`src/rtl/serializer.sv`:
```
// rtl/serializer.sv - parallel-to-serial converter, MSB-first with valid/ready toward the sink
module serializer #(
  parameter int DATA_W = 16,
  parameter int MOD_W  = $clog2(DATA_W)
) (
  input  logic              clk_i,
  input  logic              arst_n_i,
  input  logic [DATA_W-1:0] data_i,
  input  logic [MOD_W-1:0]  data_mod_i,
  input  logic              data_val_i,
  output logic              busy_o,
  output logic              ser_data_o,
  output logic              ser_data_val_o,
  output logic              ser_last_o,
  input  logic              ser_ready_i
);

  typedef enum logic {IDLE, SHIFT} state_t;

  localparam logic [MOD_W:0] FULL_CNT = (MOD_W+1)'(DATA_W);
  localparam logic [MOD_W:0] ONE_CNT  = (MOD_W+1)'(1);
  localparam logic [MOD_W:0] TWO_CNT  = (MOD_W+1)'(2);

  state_t            state_q, state_n;
  logic [DATA_W-1:0] shreg_q, shreg_n;
  logic [MOD_W:0]    cnt_q, cnt_n;
  logic [MOD_W:0]    load_cnt;
  logic              busy_n, data_n, val_n, last_n;
  logic              xfer;

  // Zero selects a full word; oversize counts (non-power-of-2 widths) clamp to DATA_W.
  always_comb begin
    load_cnt = {1'b0, data_mod_i};
    if (data_mod_i == '0 || {1'b0, data_mod_i} > FULL_CNT)
      load_cnt = FULL_CNT;
  end

  assign xfer = ser_data_val_o & ser_ready_i;

  always_comb begin
    state_n = state_q;
    shreg_n = shreg_q;
    cnt_n   = cnt_q;
    busy_n  = busy_o;
    data_n  = ser_data_o;
    val_n   = ser_data_val_o;
    last_n  = ser_last_o;
    unique case (state_q)
      IDLE: begin
        if (data_val_i) begin
          state_n = SHIFT;
          shreg_n = data_i;
          cnt_n   = load_cnt;
          busy_n  = 1'b1;
          val_n   = 1'b1;
          data_n  = data_i[DATA_W-1];
          last_n  = (load_cnt == ONE_CNT);
        end
      end
      SHIFT: begin
        if (xfer) begin
          if (ser_last_o) begin
            state_n = IDLE;
            shreg_n = '0;
            cnt_n   = '0;
            busy_n  = 1'b0;
            val_n   = 1'b0;
            data_n  = 1'b0;
            last_n  = 1'b0;
          end else begin
            shreg_n = {shreg_q[DATA_W-2:0], 1'b0};
            cnt_n   = cnt_q - ONE_CNT;
            data_n  = shreg_q[DATA_W-2];
            last_n  = (cnt_q == TWO_CNT);
          end
        end
      end
      default: state_n = IDLE;
    endcase
  end

  always_ff @(posedge clk_i or negedge arst_n_i) begin
    if (!arst_n_i) begin
      state_q        <= IDLE;
      shreg_q        <= '0;
      cnt_q          <= '0;
      busy_o         <= 1'b0;
      ser_data_o     <= 1'b0;
      ser_data_val_o <= 1'b0;
      ser_last_o     <= 1'b0;
    end else begin
      state_q        <= state_n;
      shreg_q        <= shreg_n;
      cnt_q          <= cnt_n;
      busy_o         <= busy_n;
      ser_data_o     <= data_n;
      ser_data_val_o <= val_n;
      ser_last_o     <= last_n;
    end
  end

endmodule

```
`config.mk`:
```
export PLATFORM = sky130hd
export DESIGN_NAME = serializer
export DESIGN_NICKNAME = d
export VERILOG_FILES = /design/src/rtl/serializer.sv
export SDC_FILE = /design/constraint.sdc
export NUM_CORES = 1
export LEC_CHECK = 0
export ABC_AREA = 1
export BUFFER_PORTS_ARGS = -buffer_cell sky130_fd_sc_hd__buf_4
export CAP_MARGIN = 20
export CORE_ASPECT_RATIO = 0.7
export CORE_MARGIN = 2
export CORE_UTILIZATION = 29
export DETAILED_ROUTE_END_ITERATION = 8
export PLACE_DENSITY_LB_ADDON = 0.08
export REMOVE_ABC_BUFFERS = 1
export SLEW_MARGIN = 10
export SYNTH_ARGS = -nofsm -noshare
export SYNTH_HDL_FRONTEND = slang
export SYNTH_SLANG_ARGS = --single-unit
```
`constraint.sdc`:
```
create_clock -name clk_i -period 1.2 [get_ports clk_i]
set_input_delay 0.18 -clock clk_i [delete_from_list [all_inputs] [get_ports clk_i]]
set_output_delay 0.18 -clock clk_i [all_outputs]
set_load 0.01 [all_outputs]
```
==> results of run 1 <==
cells in the final DEF, fill, tap and decap left out, types with 2 or more instances in the layout:
cell type	count
inv_1	11
buf_4	33
dfrtp_1	24
nand2_1	48
nand4_1	3
o21ai_1	9
inv_2	3
nor2_1	19
nand3_1	5
clkbuf_8	4
buf_12	2
nand2_2	2
a31oi_1	13
o21ai_0	2
kinds of logic (layout without fill, tap and decap cells):
logic type | count (synthesis) | in the layout | share of synthesized area (%)
compound gates | 27 | 27 | 12.4
fa+ha+maj | 2 | 2 | 2.00
buf+inv | 22 | 56 | 9.42
flops | 24 | 24 | 48.1
simple gates | 82 | 83 | 28.1
registers in the layout, summed over array words and instances, names as in the netlist:
register and flops:
ser_last_o 1, state_q 1, shreg_q 15, ser_data_val_o 1, cnt_q 5, ser_data_o 1
worst max path at each step:
stage                     from     endpoint  slack (ns)  cells past startpoint
floorplan              state_q     cnt_q[3]       -0.34                      6
global route           state_q   ser_last_o       -0.09                      7
detailed placement     state_q  shreg_q[14]      -0.004                      6
finish              ser_last_o   ser_last_o       -0.03                      1
CTS                    state_q  shreg_q[14]       -0.01                      5
global placement    ser_last_o   ser_last_o        0.04                      5
where the power goes:
group | switching [uW] | internal, uW | total, uW
clock network | 264 | 293 | 557
logic | 774 | 715 | 1490
registers | 182 | 1120 | 1300
total | 1220 | 2130 | 3350
area by class of cell:
class	instances	area [sq um]	area share [%]
Inverter	14	52.6	3.12
Timing Repair Buffer	38	337	20.0
Multi-Input combinational cell	112	573	34.1
Sequential cell	24	601	35.7
Tap cell	52	65.1	3.87
Clock buffer	4	55.1	3.27
layer usage:
metal | GRT usage (%) | vias to the layer above | wire length (microns)
met2 | 22.0 | 22 | 1390
met3 | 4.14 | 2 | 161
li1 | - | 584 | -
met4 | 2.14 | 0 | 13
met1 | 19.0 | 540 | 1510
met5 | 0 | - | 0
stage by stage:
stage / instances / hold WS [ns] / TNS (ns) / cell area, sq um
after floorplan: 149 / -0.116 / -5.92 / 1180
after global placement: 235 / 0.107 / 0 / 1520
after detailed placement: 235 / 0.107 / -0.00415 / 1520
after CTS: 243 / 0.153 / -0.0166 / 1640
after global routing: 244 / 0.167 / -1.03 / 1680
final: 244 / 0.156 / -0.0335 / 1680
what timing repair did:
| item | in CTS | in global routing |
|---|---|---|
| endpoints found under the hold margin | 24 | 0 |
| cloned | 1 | 1 |
| pin swaps | 0 | 7 |
| setup buffers | 2 | 0 |
| resized for setup | 3 | 9 |
| hold buffers | 1 | 0 |
| setup endpoints to repair | 4 | 23 |
worst reg2reg max path, delay by kind of cell, from the launching register on:
kind / cells / cell delay [ns]
DFF: 1 / 0.40
and+or+nand+nor: 2 / 0.31
buffers and inverters: 2 / 0.22
AOI/OAI and AO/OA: 1 / 0.17
==> metrics.yaml, run 1 <==
arrival_ns: 1.05
powerDensity_nw_per_um2: 1990
yosysWarnings: 0
htree_levels: 1
num-nets-final: 219
max_stage_delay_ns: 0.59
antenna_found_initial: 0
max_cap_violations: 0
num_rows: 19
vias: 1148
setup_ws_ns: -0.0335
area_growth_pct: 34.8
rrSetupSlack_ns: 0.03
synth_common_cells: "49 x nand2_1, 24 x dfrtp_1, 20 x nor2_1"
skew_ns: 0.00277
portBuffers: 27
dp.final_hpwl_microns: 2010
hp-class: "input port to register"
fin_crit_ns: 1.23
place_congestion: 0.785
hp-start: "data_i[0]"
grt_pass1_wl_microns: 4960
crit_type: "register to output pin"
ir_worst_vdd_uv: 669
fill_cells: 414
insertion_delay_ns: 0.27
ys_async_sr_fraction_pct: 100
die_w_microns: 82.4
p_total_uw: 3350
core_area_sq_um: 4020
synth_area_leaders: "dfrtp_1 48%, nand2_1 15%, a31oi_1 6.5%"
clkTransAtPathRegs_ns: 0.09
rsz0062_at_grt: "yes"
violations: "setup timing"
dr.pass1.iters: 4
ys_types: 21
cts_tree: "done"
hold_end: "shreg_q[0]"
period_share_pct: 103
worstReg2RegStart: "state_q"
cts_buffer_depth: 2
cts_buffers: 3
avgSynthCellArea_sq_um: 7.95
synth_area_sq_um: 1250
drc: 0
die-area_sq_um: 4860
cp_max_fo: 5
outcome: "finished, violations left"
drt_iter0_drc: 71
grt_pass1_vias: 1041
die_h_microns: 58.9
drive_gt1_share_pct: 28.1
reg2regPathDepth: 5
initial_core_util_pct: 31.1
cp_top_family: "flip-flops"
ys_seq_area_share_pct: 48.1
finalWirelength_microns: 3070
setup_viol: 1
crit_chain: "buf_4"
yosysMostFrequentCell: "nand2_1"
hold_depth: 3
hold_violations: 0
synth-edff-count: 0
path_buf_inv: 1
slowest_stage: "dfrtp_1"
synthFlopType: "dfrtp_1"
synth_top_cell_by_area: "dfrtp_1"
end_kind: "output pin"
wire_per_inst_microns: 12.6
startpoint_type: "register"
fmax_mhz: 811
cp.required_ns: 1.02
cts_sinks: 24
leakagePower_uw: 0.000805
overflow: 0
ys_seq_elements: 24
synth_top_area_share_pct: 48.1
slew_headroom_pct: 73.8
postRouteAntennaNets: 0
boundaryPins: 28
final_core_util_pct: 41.9
grt_max_degree: 25
slew_viol_final: 0
place_ws_ns: -0.00415
cts_root_buf: "clkbuf_8"
via_per_inst: 4.70
r2r_end: "shreg_q[13]"
globalRouteTotalUtil_pct: 13.8
worst_pin_slew_ns: 0.394
antenna_cells: 0
synthCells: 157
No activity file was read; power rests on OpenSTA's default activity.
==> inputs of run 2 (changes only) <==
- SETUP_SLACK_MARGIN: not set -> 0.1
==> metrics.yaml, run 2 (synthesized netlist as in run 1, its figures left out) <==
num_rows: 19  # unchanged
wl_met1_microns: 1510  # -0.13%
postRouteAntennaNets: 0  # unchanged
slew_headroom_pct: 78.7  # +5.0 points
grt_pass1_vias: 1148  # +10%
core_area_sq_um: 4020  # unchanged
grt_max_degree: 25  # unchanged
via_per_inst: 4.87  # +3.4%
top_regs: "shreg_q: 15 flops, cnt_q: 5 flops"
startpoint_type: "register"
dr.pass1.iters: 4  # unchanged
final_core_util_pct: 45.7  # +3.8 points
finalWirelength_microns: 3540  # +15%
hold_violations: 0  # unchanged
internal-power_uw: 2320  # +9.1%
outcome: "finished, final reports clean"
power_frac_seq_pct: 35.9  # -3.0 points
initial_core_util_pct: 31.1  # unchanged
largest_register: "shreg_q"
final_cell_mix: "46 x nand2_1, 32 x buf_4, 23 x dfrtp_1"
num-nets-final: 227  # +3.7%
routed.top_layer: "met3"
hp-class: "input port to register"
wl_met3_microns: 291  # +81%
leakagePower_uw: 0.000870  # +8.1%
dp.final_hpwl_microns: 2010  # unchanged
fmax_mhz: 843  # +4.0%
setup_viol: 0  # -1
cp.required_ns: 1.39  # +0.37 ns
insertion_delay_ns: 0.27  # about the same
vias: 1226  # +6.8%
boundaryPins: 28  # unchanged
globalRouteTotalUtil_pct: 15.5  # +1.6 points
cts_root_buf: "clkbuf_8"
holdWs_ns: 0.153  # -0.00320 ns
htree_levels: 1  # unchanged
overflow: 0  # unchanged
final_area_sq_um: 1840  # +9.1%
end_kind: "register"
cp_max_fo: 8  # +3
fin_crit_ns: 1.19  # -0.0473 ns
cts_sinks: 24  # unchanged
cts_tree: "done"
p_total_uw: 3650  # +8.9%
ir_worst_vdd_uv: 689  # +3.1%
die_h_microns: 58.9  # unchanged
worst_pin_slew_ns: 0.319  # -0.0745 ns
place_congestion: 0.785  # unchanged
p_sw_share_pct: 36.3  # -0.15 points
portBuffers: 27  # unchanged
drive_gt1_share_pct: 33.5  # +5.4 points
cts_buffers: 3  # unchanged
cts_buffer_depth: 2  # unchanged
skew_ns: 0.00255  # -0.000225 ns
route.met2.wl_microns: 1740  # +26%
max_cap_violations: 0  # unchanged
combPwrFrac_pct: 48.8  # +4.3 points
antenna_found_initial: 0  # unchanged
clockPowerShare_pct: 15.3  # -1.3 points
place_ws_ns: -0.00415  # unchanged
powerDensity_nw_per_um2: 1990  # -0.24%
final_common_cell: "nand2_1"
area_growth_pct: 47.1
drc: 0  # unchanged
die-area_sq_um: 4860  # unchanged
wire_per_inst_microns: 14.0  # +12%
rsz0062_at_grt: "yes"
p_switching_uw: 1320  # +8.4%
arrival_ns: 1.38  # +0.33 ns
period_share_pct: 98.8  # -3.9 points
placed_area_sq_um: 1520  # unchanged
grt_pass1_wl_microns: 5540  # +12%
clkTransAtPathRegs_ns: 0.09  # about the same
die_w_microns: 82.4  # unchanged
largest_reg_flops: 15  # unchanged
slew_viol_final: 0  # unchanged
antenna_cells: 0  # unchanged
setup_ws_ns: 0.0138  # +0.0473 ns
drt_iter0_drc: 81  # +14%
crit_type: "register to register"
run 2: cell count changes in the layout (fill, tap and decap cells not counted), sizes merged:
cell,delta
clkbuf,+2
buf,+4
nor2,+2
run 2: layout make-up:
type	instances	area, sq um
Timing Repair Buffer	44	452
Inverter	14	52.6
Sequential cell	24	602
Tap cell	52	65.1
Fill cell	404	2180
Clock buffer	4	55.1
Multi-Input combinational cell	114	611
run 2: final timing paths:
kind	slack (ns)	startpoint	cells past startpoint	to
max in group asynchronous	0.59	arst_n_i	2	ser_last_o
max	0.01	ser_data_val_o	5	shreg_q[13]
min reg2reg	0.50	cnt_q[3]	2	cnt_q[3]
max reg2reg	0.01	ser_data_val_o	5	shreg_q[13]
min in group asynchronous	0.34	arst_n_i	2	shreg_q[1]
min	0.15	data_i[0]	3	shreg_q[0]
run 2: power groups by stage:
stage | Sequential [uW] | Combinational (uW) | Clock (uW)
4_1_cts | 1300 | 1590 | 580
6_report | 1310 | 1780 | 559
2_1_floorplan | 1300 | 774 | 0
5_1_grt | 1340 | 2000 | 617
3_3_place_gp | 1310 | 1250 | 0
3_5_place_dp | 1310 | 1290 | 0
run 2: layer usage:
layer | global-route usage (%) | vias to the layer above
li1 | - | 604
met2 | 25.0 | 36
met5 | 0 | -
met3 | 4.60 | 0
met1 | 21.0 | 586
met4 | 2.14 | 0
run 2: stage by stage:
step,setup TNS (ns),cells
floorplan,-5.92,149
detailed placement,-0.00415,235
global placement,0,235
global route,-0.943,252
CTS,0,250
finish,0,252
run 2: worst max-delay path, cell delays in order (launching register included):
cell and delay, ns:
dfrtp_1 0.43, nand3_2 0.18, nand2_8 0.16, clkbuf_16 0.17
nor2_1 0.04, a31oi_1 0.13
run 2: repair_timing:
action / 4_1_cts / 5_1_grt
buffers inserted: 6 / 0
pin swaps: 12 / 6
endpoints found under the setup margin: 23 / 25
endpoints found under the hold margin: 24 / 0
cloned: 5 / 2
hold buffers: 1 / 0
resized for setup: 16 / 10
==> inputs of run 3 (changes only) <==
- clock period: 1.2 -> 1 ns (I/O delays scaled with it)
==> metrics.yaml, run 3 (synthesized netlist as in run 1, its figures left out) <==
outcome: "finished, violations left"
violations: "setup timing"
place_congestion: 0.837  # +6.6%
die_h_microns: 58.9  # unchanged
fin_crit_ns: 1.19  # +0.00117 ns
grt_pass1_vias: 1205  # +5.0%
insertion_delay_ns: 0.27  # about the same
cts_sinks: 24  # unchanged
antenna_found_initial: 0  # unchanged
place_ws_ns: -0.217  # -0.212 ns
multi_input_area_sq_um: 667  # +9.2%
dr.pass1.iters: 4  # unchanged
fmax_mhz: 842  # about the same
initial_core_util_pct: 31.1  # unchanged
wire_per_inst_microns: 14.5  # +3.2%
period_share_pct: 119  # +20 points
arrival_ns: 1.37  # about the same
setup_viol: 27  # +27
num_rows: 19  # unchanged
final_common_cell: "nand2_1"
fill_cells: 384  # -5.0%
rsz0062_at_grt: "yes"
grt_max_degree: 25  # unchanged
grt_pass1_wl_microns: 5710  # +3.0%
top_regs: "shreg_q: 15 flops, cnt_q: 5 flops"
startpoint_type: "register"
crit_type: "register to register"
drc: 0  # unchanged
vias: 1255  # +2.4%
cp.required_ns: 1.18  # -0.21 ns
antenna_cells: 0  # unchanged
die-area_sq_um: 4860  # unchanged
setup_ws_ns: -0.187  # -0.201 ns
num-nets-final: 236  # +4.0%
drive_gt1_share_pct: 41.6  # +8.1 points
postRouteAntennaNets: 0  # unchanged
cp_max_fo: 7  # -1
largest_reg_flops: 15  # unchanged
regArea_sq_um: 603  # +0.21%
area_growth_pct: 59.7
cts_tree: "done"
cts_buffers: 3  # unchanged
overflow: 0  # unchanged
hold_violations: 0  # unchanged
boundaryPins: 28  # unchanged
drt_iter0_drc: 106  # +31%
max_cap_violations: 0  # unchanged
leakagePower_uw: 0.000930  # +6.9%
slew_headroom_pct: 78.4  # -0.29 points
portBuffers: 27  # unchanged
htree_levels: 1  # unchanged
p_total_uw: 4770  # +31%
via_per_inst: 4.81  # -1.2%
core_area_sq_um: 4020  # unchanged
die_w_microns: 82.4  # unchanged
dp.cells: 243  # +3.4%
clkTransAtPathRegs_ns: 0.09  # about the same
cts_buffer_depth: 2  # unchanged
end_kind: "register"
cts_root_buf: "clkbuf_8"
hp-class: "input port to register"
dp.final_hpwl_microns: 2140  # +6.2%
globalRouteTotalUtil_pct: 15.8  # +0.31 points
finalWirelength_microns: 3790  # +6.9%
largest_register: "shreg_q"
final_cells: 261  # +3.6%
ir_worst_vdd_uv: 896  # +30%
skew_ns: 0.00713  # +0.00458 ns
worst_pin_slew_ns: 0.323  # +0.00435 ns
powerDensity_nw_per_um2: 2390  # +20%
final_cell_mix: "47 x nand2_1, 35 x buf_4, 22 x dfrtp_1"
slew_viol_final: 0  # unchanged
run 3: layout make-up:
| class | count | share of cell area [%] |
|---|---|---|
| inverters | 14 | 2.76 |
| multi-input cells | 114 | 33.4 |
| repair buffers | 53 | 27.5 |
| clock buffers | 4 | 2.76 |
| flip-flops and latches | 24 | 30.2 |
| well taps | 52 | 3.26 |
run 3: path summary, 6_finish.rpt:
kind / depth (start not counted) / endpoint / from / slack [ns]
min in group asynchronous: 2 / shreg_q[1] / arst_n_i / 0.31
setup / recovery: 5 / shreg_q[12] / state_q / -0.19
max in group asynchronous: 2 / ser_last_o / arst_n_i / 0.41
hold reg to reg: 2 / cnt_q[3] / cnt_q[3] / 0.49
hold / removal: 3 / shreg_q[0] / data_i[0] / 0.12
setup reg to reg: 5 / shreg_q[12] / state_q / -0.19
run 3: repair_timing:
action / CTS / global route
hold buffers: 1 / 0
gates resized for setup: 20 / 27
pin swaps: 5 / 14
setup endpoints to repair: 28 / 28
setup buffers: 3 / 2
hold endpoints to repair: 24 / 0
cloned: 4 / 4
run 3: where the power goes:
group / total [uW] / switching [uW] / internal [uW]
clock network: 655 / 304 / 351
registers: 1590 / 246 / 1350
logic: 2520 / 1180 / 1340
run 3: metrics by stage:
step	cell area, sq um	TNS (ns)	hold WS, ns	util [%]
floorplan	1180	-10.47	-0.146	-
global placement	1580	-2.89	0.0719	39.2
detailed placement	1580	-4.06	0.0732	39.2
CTS	1810	-3.42	0.116	45.0
global route	1990	-5.35	0.136	49.6
finish	1990	-3.95	0.119	49.6
run 3: worst max-delay path: stages (launching register included):
cell and delay [ns]:
dfrtp_2 0.45, inv_4 0.07, buf_12 0.15, nor2_4 0.18
nand2_1 0.08, a31oi_1 0.18
run 3: metal layers:
metal  up-vias  global-route usage [%]  routed length [microns]
li1        620                       -                        -
met1       593                    22.0                     1720
met2        40                    25.3                     1790
met3         2                    4.14                      268
met4         0                    2.14                       13
met5         -                       0                        0
